==> config.mk <==
export PLATFORM = sky130hd
export DESIGN_NAME = mem_port_arbiter
export DESIGN_NICKNAME = d
export VERILOG_FILES = /design/src/rtl/pdua_arb_pkg.sv /design/src/rtl/arb_pick.sv /design/src/rtl/mem_port_arbiter.sv
export SDC_FILE = /design/constraint.sdc
export NUM_CORES = 1
export LEC_CHECK = 0
export BUFFER_PORTS_ARGS = -buffer_cell sky130_fd_sc_hd__buf_2
export CAP_MARGIN = 20
export CORE_UTILIZATION = 50
export DETAILED_ROUTE_END_ITERATION = 12
export PLACE_DENSITY = 0.95
export SLEW_MARGIN = 20
export SYNTH_ARGS = -nofsm -noshare
export SYNTH_HDL_FRONTEND = slang
export SYNTH_SLANG_ARGS = --single-unit
==> constraint.sdc <==
create_clock -name clk -period 3.35 [get_ports clk]
set_input_delay 1.005 -clock clk [delete_from_list [all_inputs] [get_ports clk]]
set_output_delay 1.005 -clock clk [all_outputs]
set_load 0.01 [all_outputs]
==> src/rtl/pdua_arb_pkg.sv <==
// Shared types for the program/data RAM port arbiter: FSM state encoding and
// owner identifiers used by mem_port_arbiter and arb_pick.
package pdua_arb_pkg;

  typedef enum logic [1:0] {
    ST_IDLE   = 2'd0,
    ST_ACCESS = 2'd1,
    ST_RESP   = 2'd2
  } state_t;

  localparam logic OWN_CPU = 1'b0;
  localparam logic OWN_DMA = 1'b1;

endpackage

==> src/rtl/arb_pick.sv <==
// Combinational winner select between the CPU (bit 0) and DMA (bit 1) ports.
// Define ARB_RR_EN for round-robin tie-break; otherwise CPU wins ties.
module arb_pick
  import pdua_arb_pkg::*;
(
  input  logic [1:0] reqs,
  input  logic [1:0] elig,
  input  logic       last_owner,
  output logic       grant_valid,
  output logic       grant_id
);

  logic [1:0] cand;

`ifdef ARB_RR_EN
  logic tie_winner;
  assign tie_winner = ~last_owner;
`else
  logic tie_winner;
  logic unused_last_owner;
  assign tie_winner        = OWN_CPU;
  assign unused_last_owner = last_owner;
`endif

  always_comb begin
    cand        = reqs & elig;
    grant_valid = |cand;
    grant_id    = OWN_CPU;
    if (cand == 2'b11) begin
      grant_id = tie_winner;
    end else if (cand[1]) begin
      grant_id = OWN_DMA;
    end
  end

endmodule

==> src/rtl/mem_port_arbiter.sv <==
// Shares one single-port RAM between the CPU port and a DMA/debug loader port,
// with DMA burst locking. Define ARB_RR_EN for round-robin tie-break (default: CPU priority).
module mem_port_arbiter
  import pdua_arb_pkg::*;
#(
  parameter int DATA_WIDTH = 8,
  parameter int ADDR_WIDTH = 8
) (
  input  logic                  clk,
  input  logic                  rst,
  input  logic                  cpu_req,
  input  logic                  cpu_wr,
  input  logic [ADDR_WIDTH-1:0] cpu_addr,
  input  logic [DATA_WIDTH-1:0] cpu_wdata,
  output logic                  cpu_ack,
  output logic [DATA_WIDTH-1:0] cpu_rdata,
  input  logic                  dma_req,
  input  logic                  dma_lock,
  input  logic                  dma_wr,
  input  logic [ADDR_WIDTH-1:0] dma_addr,
  input  logic [DATA_WIDTH-1:0] dma_wdata,
  output logic                  dma_ack,
  output logic [DATA_WIDTH-1:0] dma_rdata,
  output logic                  ram_wr_en,
  output logic [ADDR_WIDTH-1:0] ram_addr,
  output logic [DATA_WIDTH-1:0] ram_w_data,
  input  logic [DATA_WIDTH-1:0] ram_r_data,
  output logic                  owner,
  output logic                  busy
);

  // Handshake: a port raises req with wr/addr/wdata stable and holds them until
  // its one-cycle ack; the transaction is accepted on the grant edge and is never
  // aborted, so dropping req early still yields an ack.

  state_t                  state, state_nxt;
  logic                    lock_q, lock_nxt;
  logic                    lat_wr;
  logic [ADDR_WIDTH-1:0]   lat_addr;
  logic [DATA_WIDTH-1:0]   lat_wdata;
  logic [1:0]              pick_reqs, pick_elig;
  logic                    grant_valid, grant_id;

  arb_pick u_pick (
    .reqs        (pick_reqs),
    .elig        (pick_elig),
    .last_owner  (owner),
    .grant_valid (grant_valid),
    .grant_id    (grant_id)
  );

  // In RESP only the port that was not just served may be granted; a DMA RESP
  // with dma_lock high locks the CPU out on that very edge.
  always_comb begin
    pick_reqs = 2'b00;
    lock_nxt  = lock_q;
    case (state)
      ST_IDLE: begin
        pick_reqs = {dma_req, cpu_req};
        lock_nxt  = lock_q & dma_lock;
      end
      ST_RESP: begin
        if (owner == OWN_DMA) begin
          pick_reqs = {1'b0, cpu_req};
          lock_nxt  = lock_q | dma_lock;
        end else begin
          pick_reqs = {dma_req, 1'b0};
        end
      end
      default: ;
    endcase
    pick_elig = {1'b1, ~lock_nxt};
  end

  always_comb begin
    state_nxt = state;
    case (state)
      ST_IDLE:   state_nxt = grant_valid ? ST_ACCESS : ST_IDLE;
      ST_ACCESS: state_nxt = ST_RESP;
      ST_RESP:   state_nxt = grant_valid ? ST_ACCESS : ST_IDLE;
      default:   state_nxt = ST_IDLE;
    endcase
  end

  always_ff @(posedge clk) begin
    if (!rst) begin
      state     <= ST_IDLE;
      owner     <= OWN_CPU;
      lock_q    <= 1'b0;
      lat_wr    <= 1'b0;
      lat_addr  <= '0;
      lat_wdata <= '0;
      cpu_rdata <= '0;
      dma_rdata <= '0;
    end else begin
      state  <= state_nxt;
      lock_q <= lock_nxt;
      if (grant_valid) begin
        owner <= grant_id;
        if (grant_id == OWN_DMA) begin
          lat_wr    <= dma_wr;
          lat_addr  <= dma_addr;
          lat_wdata <= dma_wdata;
        end else begin
          lat_wr    <= cpu_wr;
          lat_addr  <= cpu_addr;
          lat_wdata <= cpu_wdata;
        end
      end
      if (state == ST_ACCESS && !lat_wr) begin
        if (owner == OWN_DMA) dma_rdata <= ram_r_data;
        else                  cpu_rdata <= ram_r_data;
      end
    end
  end

  // Write enable is masked by reset so a write in flight is not committed on a reset edge.
  always_comb begin
    busy       = (state != ST_IDLE);
    cpu_ack    = (state == ST_RESP) && (owner == OWN_CPU);
    dma_ack    = (state == ST_RESP) && (owner == OWN_DMA);
    ram_wr_en  = 1'b0;
    ram_addr   = '0;
    ram_w_data = '0;
    if (state == ST_ACCESS) begin
      ram_wr_en  = lat_wr & rst;
      ram_addr   = lat_addr;
      ram_w_data = lat_wdata;
    end
  end

endmodule
# Word-level counts from Yosys, hierarchy flattened
# Cells that the tools add are included.
dict set report totals {
  ff_bits 37
  in_bits 47
  out_inout_bits 37
  wordCells 41
}
dict set report op_classes {
  n_eq_ne 3
  mux 14
  n_bitwise 6
  n_reduce_logical 10
}
# op count
set ops {}
lappend ops {{8-bit two-way mux} 4}
lappend ops {{2-bit case mux with 2 select lines} 2}
lappend ops {{1-bit two-way mux} 6}
lappend ops {{2-bit == test (second input constant)} 2}
lappend ops {{2-bit AND reduction} 2}
lappend ops {{2-bit OR reduction} 2}
lappend ops {{1-bit logical AND} 3}
lappend ops {{1-bit bitwise AND} 2}
lappend ops {{2-bit bitwise AND} 1}
lappend ops {{2-bit by 1-bit == test with 1-bit output (second input constant)} 1}
lappend ops {{2-bit zero test} 1}
lappend ops {{2-bit two-way mux} 1}
lappend ops {{1-bit NOT} 2}
lappend ops {{1-bit case mux with 2 select lines} 1}
lappend ops {{2-bit nonzero test} 1}
lappend ops {{1-bit zero test} 1}
lappend ops {{1-bit OR} 1}

# Longest topological paths before layout
dict set report depth {
  word_depth 8
  depth_mapped 7
  mapped_depth_nobuf 3
}

# Hierarchy
# A second synthesis with hierarchy kept.
dict set report unflattened {
  hier_cells 184
  area_unflattened_um2 1730.4
}
# module instances cells_each area_per_inst_um2 seq_area_each_um2
set by_module_without_submodules {}
lappend by_module_without_submodules {mem_port_arbiter 1 180 1710.4 740.7}
lappend by_module_without_submodules {arb_pick 1 4 20.0 0.0}

# Worst setup path after synthesis
# No wires, ideal clock.
dict set report synth_path {
  path_type {input port to flip-flop}
  from {input dma_lock}
  to {register lat_addr[3]}
  setup_ns 0.142
  t_arrival_ns 2.177
  required_ns 3.208
  setup_slack_ns 1.031
  path_stages 5
  n_path_buf 2
  path_cell_list {or3b_1 > buf_2 > buf_2 > a2111oi_0 > a311oi_2}
}
dict set report synth_via {
  elab_chain_len 8
}
# item line
set synth_lines {}
lappend synth_lines {{start: declaration} mem_port_arbiter.sv:18} ;# input logic dma_lock,
lappend synth_lines {{1-bit OR} mem_port_arbiter.sv:65} ;# lock_nxt = lock_q | dma_lock;
lappend synth_lines {{1-bit two-way mux} mem_port_arbiter.sv:63} ;# if (owner == OWN_DMA) begin
lappend synth_lines {{1-bit case mux with 2 select lines *} mem_port_arbiter.sv:57} ;# case (state)
lappend synth_lines {{1-bit NOT *} mem_port_arbiter.sv:72} ;# pick_elig = {1'b1, ~lock_nxt};
lappend synth_lines {{2-bit bitwise AND *} arb_pick.sv:26} ;# cand = reqs & elig;
lappend synth_lines {{2-bit == test} arb_pick.sv:29} ;# if (cand == 2'b11) begin
lappend synth_lines {{1-bit two-way mux} arb_pick.sv:29}
lappend synth_lines {{8-bit two-way mux} mem_port_arbiter.sv:100} ;# if (grant_id == OWN_DMA) begin
lappend synth_lines {{end signal: assignment} mem_port_arbiter.sv:102} ;# lat_addr <= dma_addr;
lappend synth_lines {{end signal: assignment} mem_port_arbiter.sv:106} ;# lat_addr <= cpu_addr;
lappend synth_lines {{end: declaration} mem_port_arbiter.sv:39} ;# logic [ADDR_WIDTH-1:0] lat_addr;
# Every way passes the cells marked *; elsewhere a longest branch is shown, timed or not.
# A chain may end at the register's enable or synchronous reset.

# Worst setup path in the final report
dict set report layout_path {
  from {input dma_lock}
  to {register lat_wdata[6]}
}
dict set report layout_via {
  elab_chain_len 8
}
# item line
set layout_lines {}
lappend layout_lines {{1-bit OR} mem_port_arbiter.sv:65}
lappend layout_lines {{1-bit two-way mux} mem_port_arbiter.sv:63}
lappend layout_lines {{1-bit case mux with 2 select lines *} mem_port_arbiter.sv:57}
lappend layout_lines {{1-bit NOT *} mem_port_arbiter.sv:72}
lappend layout_lines {{2-bit bitwise AND *} arb_pick.sv:26}
lappend layout_lines {{2-bit == test} arb_pick.sv:29}
lappend layout_lines {{1-bit two-way mux} arb_pick.sv:29}
lappend layout_lines {{8-bit two-way mux} mem_port_arbiter.sv:100}
lappend layout_lines {{end signal: assignment} mem_port_arbiter.sv:103} ;# lat_wdata <= dma_wdata;
lappend layout_lines {{end signal: assignment} mem_port_arbiter.sv:107} ;# lat_wdata <= cpu_wdata;
lappend layout_lines {{end: declaration} mem_port_arbiter.sv:40} ;# logic [DATA_WIDTH-1:0] lat_wdata;
# Marks and branches as above.

==> results.toml <==
[outcome]
outcome = "complete, no violations"

[place]
dp.cells = 318
finalWeightedCongestion = 0.782
dp_hpwl_mm = 3.53
portBuffers = 83
placed_area_sq_um = 2250

[floorplan]
die-width_microns = 62.8
ios = 84
die_h_microns = 62.8
core_area_sq_um = 3440
dieArea_sq_um = 3940
start_util_pct = 53.7
num_rows = 21

[pwr]
switching_share_pct = 26.6
p_leak_nw = 1.02
power.switching_w = 0.000291
powerDensity_nw_per_um2 = 460
p_seq_share_pct = 45.2
internal_power_w = 0.000800
power_frac_clock_pct = 36.5
pwr-share-comb_pct = 18.3
ir_drop_mv = 0.300

[synth]
syn_area_sq_um = 1850
synthArstFlopShare_pct = 0
syn-num-nets = 254
synth-edff-count = 0
syn-mean-instance-area_sq_um = 8.93
ys_types = 33
synth.yosys.seq_area_share_pct = 40.1
syn_inst = 207
synth_ff_type = "dfxtp_1"
ys_warn_count = 0
ys_seq_elements = 37

[sta]
slew_headroom_pct = 49.5
max_freq_ghz = 0.391
worstMarginPinSlew_ps = 757
min_period_ps = 2560
fin_crit_sh_pct = 76.4
finalSetupViolations = 0
rsz0062_at_grt = "false"
slew_viol_final = 0
fin_tns_setup_ps = 0
hold_viol = 0
finalClockSkew_ps = 10.8

[layout]
layout.cells.most_common = "buf_2"
fin_nets = 326
syn2layout_area_growth_pct = 28.4
antenna_cells = 0
drive_gt1_share_pct = 38.9
instances_no_fill = 326
design_area_sq_um = 2370
layout_common_cells = "buf_2 (83), dfxtp_1 (37), nand2_1 (19), o21ai_0 (18)"

[route]
wire_per_inst_microns = 15.4
totalWireLength_mm = 5.01
drt_iter0_drc = 240
drc = 0
drtPass1Iterations = 4
viasPerCell = 5.94
ant_nets = 0
vias = 1936

[clock_network]
cts_setup_buffers = 0
numCtsBuffers = 5
clockRootBuffer = "clkbuf_8"
htreeDepth = 2
clock_sinks = 37
path_clk_slew_ps = 80
clk_latency_ps = 280
ctsHoldBuffers = 0
ctsResizeCount = 0
cts_tree = "done"
clockBufferDepth = 2

[global_routing]
grt_max_degree = 27
overflow = 0
antenna_found_initial = 0
grt_util_met3_pct = 4.20
met1_usage_pct = 32.4
grt_use_total_pct = 26.3
use_met2_pct = 45.1
grt_pass1_vias = 1788
grt.busiest_layer = "met2"
grt_pass1_wl_mm = 8.23

[setup_path]
critical_path_class = "primary input to flop"
start_kind = "primary input"
crit_chain = "buf_2 -> or3b_1 -> a211o_1 -> a311oi_1"
crit_arrival_ps = 2740
crit_path_end_kind = "flop"
cp_num_buf_inv = 1
cp_max_fo = 19
cp_top_family = "compound AO/OA/AOI/OAI gates"
cp.required_ps = 3530
cp_slowest_stage_delay_ps = 650
crit_slowest_cell = "a211o_1"

[min_path]
hp-class = "flop to flop"

[job]
maxCapViolCount = 0
worst paths after layout:
path / to / start / cells after the start / slack, ps
worst min-delay path: cpu_rdata[3]$_SDFFE_PN0P_ / cpu_rdata[3]$_SDFFE_PN0P_ / 2 / 460
worst max register to register: lat_wdata[6]$_SDFFE_PN0P_ / owner$_SDFFE_PN0P_ / 3 / 1100
worst min register to register: cpu_rdata[3]$_SDFFE_PN0P_ / cpu_rdata[3]$_SDFFE_PN0P_ / 2 / 460
worst max-delay path: lat_wdata[6]$_SDFFE_PN0P_ / dma_lock / 4 / 790
state kept, by name (all words and copies together) (netlist names):
register   flops
state          2
cpu_rdata      8
dma_rdata      8
lat_wr         1
lock_q         1
owner          1
lat_wdata      8
lat_addr       8
tightest hold or removal path: cells and delay by family, from the launching register on:
| kind | cells | cell delay [ps] |
|---|---|---|
| and+or+nand+nor | 1 | 50 |
| DFF | 1 | 310 |
| AOI/OAI and AO/OA | 1 | 50 |
cell usage after synthesis (2+ instances only):
master     instances  area [sq um]
nor2b_1            2          12.5
dfxtp_1           37           741
a2111oi_0         10          87.6
buf_2              4          20.0
buf_6              2          22.5
nand2_1           19          71.3
a2111oi_1          7          70.1
a311oi_2           8           120
mux2i_1            8          80.1
nor2_1             8          30.0
a21oi_1           10          50.1
o21ai_0           18          90.1
a311oi_1           9          78.8
and2_1            17           106
clkbuf_1          14          52.6
nand3_1           17          85.1
power groups by stage:
| stage | combinational (W) | clock, W | sequential (W) |
|---|---|---|---|
| 5_1_grt | 0.000218 | 0.000424 | 0.000497 |
| 6_report | 0.000200 | 0.000398 | 0.000493 |
| 3_5_place_dp | 0.000197 | 0 | 0.000502 |
| 3_3_place_gp | 0.000191 | 0 | 0.000501 |
| 4_1_cts | 0.000198 | 0.000404 | 0.000492 |
| 2_1_floorplan | 0.000129 | 0 | 0.000499 |
per-layer routing:
| layer | wire length [microns] | vias to the layer above |
|---|---|---|
| met3 | 344 | 12 |
| met4 | 119 | 0 |
| met1 | 2090 | 902 |
| met2 | 2450 | 99 |
| met5 | 0 | - |
| li1 | - | 923 |
cells by family (layout without fill, tap and decap cells):
family | after synthesis | after routing | synth area share, %
buf+inv | 24 | 97 | 6.16
flops | 37 | 37 | 40.1
compound gates | 65 | 65 | 28.3
mux | 8 | 8 | 4.33
simple gates | 73 | 73 | 21.1
stage by stage:
step	hold slack [ps]	power (W)	utilization, %	setup WS (ps)
after detailed placement	450	0.000699	65.4	513
after global placement	440	0.000691	65.4	610
after CTS	461	0.00109	68.9	473
after global routing	481	0.00114	69.0	646
final	458	0.00109	69.0	791
after floorplan	456	0.000628	-	1030
area by class of cell:
cell class	count	area, sq um
Sequential cell	37	741
Inverter	2	7.51
Timing Repair Buffer	87	445
Clock inverter	2	37.5
Tap cell	46	57.6
Fill cell	281	1070
Clock buffer	6	82.6
Multi-Input combinational cell	146	1000
(Power assumes the default switching activity.)
